**config.mk**
```make
export PLATFORM = sky130hd
export DESIGN_NAME = mem_region_match
export DESIGN_NICKNAME = d
export VERILOG_FILES = /design/src/rtl/mem_exc_checker_pkg.sv /design/src/rtl/mem_region_match.sv
export SDC_FILE = /design/constraint.sdc
export NUM_CORES = 1
export LEC_CHECK = 0
export BUFFER_PORTS_ARGS = -buffer_cell sky130_fd_sc_hd__buf_2
export CAP_MARGIN = 5
export CORE_ASPECT_RATIO = 1.75
export CORE_UTILIZATION = 35
export DETAILED_ROUTE_END_ITERATION = 10
export PLACE_DENSITY_LB_ADDON = 0.12
export SYNTH_ARGS = -nofsm -noshare
export SYNTH_HDL_FRONTEND = slang
export SYNTH_SLANG_ARGS = --single-unit
export TNS_END_PERCENT = 5
```
**constraint.sdc**
```tcl
create_clock -name vclk -period 8.7
set_input_delay 1.305 -clock vclk [all_inputs]
set_output_delay 1.305 -clock vclk [all_outputs]
set_load 0.01 [all_outputs]
```
**src/rtl/mem_exc_checker_pkg.sv**
```systemverilog
`default_nettype none
// ============================================================================
//  Module   : mem_exc_checker_pkg
//  Purpose  : Shared exception codes, DM access modes and region flag layout
//  Revision : 1.0 - initial release
// ============================================================================
package mem_exc_checker_pkg;

    localparam logic [4:0] EXC_NONE = 5'd0;
    localparam logic [4:0] EXC_ADEL = 5'd4;
    localparam logic [4:0] EXC_ADES = 5'd5;

    localparam logic [1:0] DM_MODE_WORD = 2'd0;
    localparam logic [1:0] DM_MODE_HALF = 2'd1;
    localparam logic [1:0] DM_MODE_BYTE = 2'd2;
    localparam logic [1:0] DM_MODE_ILL  = 2'd3;

    // Region flag word layout: {word_only, writable, enable}
    localparam int FLAG_EN = 0;
    localparam int FLAG_WR = 1;
    localparam int FLAG_WO = 2;
    localparam int FLAGS_W = 3;

endpackage : mem_exc_checker_pkg
`default_nettype wire

```
**src/rtl/mem_region_match.sv**
```systemverilog
`default_nettype none
// ============================================================================
//  Module   : mem_region_match
//  Purpose  : Combinational lookup of an address in the region table;
//             lowest matching enabled entry wins
//  Revision : 1.0 - initial release
// ============================================================================
module mem_region_match
    import mem_exc_checker_pkg::*;
#(
    parameter int NUM_REGIONS = 4,
    parameter int ADDR_W      = 32
) (
    input  logic [NUM_REGIONS*ADDR_W-1:0]  i_bases,
    input  logic [NUM_REGIONS*ADDR_W-1:0]  i_limits,
    input  logic [NUM_REGIONS*FLAGS_W-1:0] i_flags,
    input  logic [ADDR_W-1:0]              i_addr,
    output logic                           o_hit,
    output logic [2:0]                     o_idx,
    output logic [FLAGS_W-1:0]             o_flags
);

    logic [NUM_REGIONS-1:0] w_match;

    generate
        for (genvar gi = 0; gi < NUM_REGIONS; gi++) begin : g_entry
            assign w_match[gi] = i_flags[gi*FLAGS_W + FLAG_EN]
                              && (i_addr >= i_bases[gi*ADDR_W +: ADDR_W])
                              && (i_addr <= i_limits[gi*ADDR_W +: ADDR_W]);
        end
    endgenerate

    // Scan from the top down so the lowest matching index is the last writer
    always_comb begin
        o_hit   = 1'b0;
        o_idx   = 3'd0;
        o_flags = '0;
        for (int i = NUM_REGIONS - 1; i >= 0; i--) begin
            if (w_match[i]) begin
                o_hit   = 1'b1;
                o_idx   = 3'(i);
                o_flags = i_flags[i*FLAGS_W +: FLAGS_W];
            end
        end
    end

endmodule : mem_region_match
`default_nettype wire

```
---- Yosys cells after proc, flatten, opt, wreduce, memory -nomap -nowiden ----
Cells that the tools add are included.
storage, ports and cells
  register bits after elaboration ......... 0
  input port bits ......................... 300
  output and inout port bits .............. 7
  word-level logic and storage cells ...... 28
operators by class
  magnitude comparators ................... 8
  multiplexer cells ....................... 12
  reductions and logical operators ........ 8
operators by type and width
  operator             count
  $ge A32 B32 Y1       4
  $le A32 B32 Y1       4
  $mux W3              7
  $logic_and A1 B1 Y1  8
  $mux W1              4
  $mux W2              1

---- Logic depth before layout (Yosys ltp) ----
  word-level depth ........................ 7
  mapped depth ............................ 10
  depth with buffers taken out ............ 10

---- Worst setup path after synthesis ----
OpenSTA, ideal clock, no wires.
  path type ............................... in2out
  from .................................... in i_addr[0]
  to ...................................... out o_flags[1]
  arrival ................................. 3.367 ns
  data required time ...................... 7.395 ns
  path slack .............................. 4.028 ns
  cell stages on the path ................. 10
  path buffers ............................ 0
  path through ............................ inv_1 > ha_1 > nand2b_4 > a2111o_1 > a211oi_2 > o21ai_2 > a21oi_4 > nor2_2 > or3b_1 > a211oi_2
on the way
  cells in the longest elaborated chain, start to end .. 7
  elaborated cells between the ends (all ways) .. 20
  classes of those cells .................. 8 x order compare; 4 x mux; 8 x reduce/logical
RTL lines
  what                   line                    RTL
  from (decl)            mem_region_match.sv:17  input logic [ADDR_W-1:0] i_addr,
  $ge A32 B32 Y1         mem_region_match.sv:28  && (i_addr >= i_bases[gi*ADDR_W +: ADDR_W])
  $logic_and A1 B1 Y1    mem_region_match.sv:28
  $logic_and A1 B1 Y1    mem_region_match.sv:29  && (i_addr <= i_limits[gi*ADDR_W +: ADDR_W]);
  $mux W3 (3 in series)  mem_region_match.sv:39  if (w_match[i]) begin
  $mux W3 *              mem_region_match.sv:39
  to (decl)              mem_region_match.sv:20  output logic [FLAGS_W-1:0] o_flags
Mark *: on every way between the ends. The rest lies on a longest branch, timed or not.

---- Final worst setup path ----
Same ends and word-level chain as after synthesis.

==> flow_summary.json <==
{
  "cp.required_ns": 7.39,
  "cts_resized": 0,
  "power_leakage_nw": 5.37,
  "tns_ns": 0,
  "syn_nets": 1488,
  "crit_path_start_kind": "input pin",
  "finalCriticalPeriod_ns": 5.24,
  "wl_per_cell_um": 16.1,
  "holdCritStartpoint": "i_flags[2]",
  "maxSlewViolCount": 0,
  "die_h_um": 185,
  "num_vias": 7266,
  "worstSetupStartpoint": "i_addr[0]",
  "first_iter_violations": 127,
  "nNetsFinal": 1795,
  "irDropWorstVdd_mv": 0.0214,
  "die_area_um2": 19700,
  "nClkBuffers": 0,
  "cts_setup_buffers": 0,
  "drive_above_1_share": 0.265,
  "tightest_slew_ns": 0.755,
  "final_hold_viol_count": 0,
  "place_congestion": 0.863,
  "grt_pass1_wl_mm": 35.5,
  "dp.cells": 1475,
  "drc": 0,
  "setup_viol": 0,
  "synth_area_per_cell_um2": 7.18,
  "final_cell_count_no_fill": 1479,
  "relSlewSlack": 0.497,
  "power_density_nw_per_um2": 45.7,
  "viasPerCell": 4.91,
  "synth_cells": 932,
  "critPathArrivalTime_ns": 3.94,
  "synth_area_um2": 6690,
  "syn_to_final_growth_pct": 27.4,
  "routed_wirelength_mm": 23.8,
  "overflow": 0,
  "port_buffers": 306,
  "firstDrtPassIters": 4,
  "ys_seq_area_frac": 0,
  "track_usage": 0.235,
  "ys_warn_count": 0,
  "status": "complete, no violations",
  "grt_max_degree": 9,
  "crit_fanout": 8,
  "hold_path.class": "input pin to output port",
  "seq_area_um2": 0,
  "crit_type": "input pin to output port",
  "post-place-ws_ns": 3.43,
  "start_util": 0.358,
  "end_kind": "output port",
  "holdBufCountCts": 0,
  "grt_pass1_vias": 7438,
  "antenna_found_initial": 4,
  "seq_cells": 0,
  "fmax_mhz": 191,
  "setup_ws_ns": 3.46,
  "ioPinCount": 307,
  "core_area_um2": 18700,
  "rows": 66,
  "dp_hpwl_mm": 21.8,
  "die_w_um": 106,
  "post-route-period-util": 0.603,
  "ant_nets": 0,
  "rsz0062_at_grt": "false",
  "cap_viol_max_count": 0,
  "yosys.cell_types.count": 57
}
[logic make-up (layout without fill, tap and decap cells)]
kind of cell / Yosys count / count (layout) / share of synthesized area
simple gates: 211 / 211 / 0.174
other cells: 1 / 5 / 0.000561
compound gates: 208 / 208 / 0.202
buf+inv: 256 / 561 / 0.144
fa+ha+maj: 256 / 256 / 0.479
[worst max-delay path: stages]
cell	delay, ns
buf_2	0.10
inv_1	0.25
ha_1	0.30
nand2b_4	0.13
a2111o_1	0.41
a211oi_2	0.32
o21ai_2	0.12
a21oi_4	0.18
nor2_2	0.07
or3b_1	0.39
a211oi_2	0.19
buf_2	0.18
[layout by cell type (no fill, tap or decap), types with 2 or more instances in the layout]
master     instances
inv_1            255
a221oi_1          13
a211oi_1          12
nor3_1            13
nor4_1             5
o21a_1             6
nor2b_1            9
ha_1             256
o211ai_1          11
o21ai_1            3
nand4_2            4
a211oi_2           3
o31ai_1            2
nor3b_1            2
a21boi_0           3
diode_2            4
and2_1             4
a21oi_1           79
o2bb2ai_1          2
and4_1             7
nand3_1           21
nor4_2             2
nand4_1           26
buf_2            306
nand4_4            2
a21o_1            20
nand2_1           65
o21ai_0           36
nand2b_1          11
and3_1             3
a2111oi_0          2
nor2_1            28
[power by group]
part           switching (mW)     total, mW  internal (mW)
registers                   0             0              0
logic                   0.213         0.390          0.177
clock network               0  0.0000000617   0.0000000617
[stage by stage]
stage / instance area [µm²] / hold slack, ns / util / power [mW]
2_1_floorplan: 6690 / 2.78 / - / 0.225
3_3_place_gp: 8510 / 3.01 / 0.456 / 0.390
3_5_place_dp: 8510 / 3.00 / 0.456 / 0.393
4_1_cts: 8510 / 3.00 / 0.456 / 0.396
5_1_grt: 8520 / 3.05 / 0.456 / 0.449
6_report: 8520 / 3.00 / 0.456 / 0.390
[final timing paths]
check                     to  slack, ns  cells past startpoint
setup / recovery  o_flags[1]       3.46                     12
hold / removal    o_flags[2]       3.00                      4
[layout make-up]
type,count,area [µm²]
Timing Repair Buffer,306,1530
Tap cell,238,298
Multi-Input combinational cell,676,5720
Fill cell,2081,10100
Inverter,255,957
Antenna cell,4,10.0
[layer usage]
| metal | wire length, µm | track usage |
|---|---|---|
| met1 | 8550 | 0.226 |
| met5 | 0 | 0 |
| met3 | 884 | 0.00950 |
| met4 | 820 | 0.0816 |
| met2 | 13500 | 0.508 |
[cell usage after synthesis (all sizes together), types with 9 or more instances]
| cell type | instances | area (µm²) |
|---|---|---|
| nand2 | 65 | 244 |
| nand3 | 21 | 105 |
| nand2b | 12 | 82.6 |
| a21oi | 80 | 412 |
| inv | 255 | 957 |
| o211ai | 11 | 82.6 |
| ha | 256 | 3200 |
| nor2b | 9 | 56.3 |
| a21o | 20 | 150 |
| a211oi | 15 | 128 |
| nor3 | 13 | 65.1 |
| nor2 | 29 | 111 |
| a221oi | 13 | 114 |
| nand4 | 32 | 255 |
| o21ai | 40 | 204 |
No activity file was read; power rests on OpenSTA's default activity.
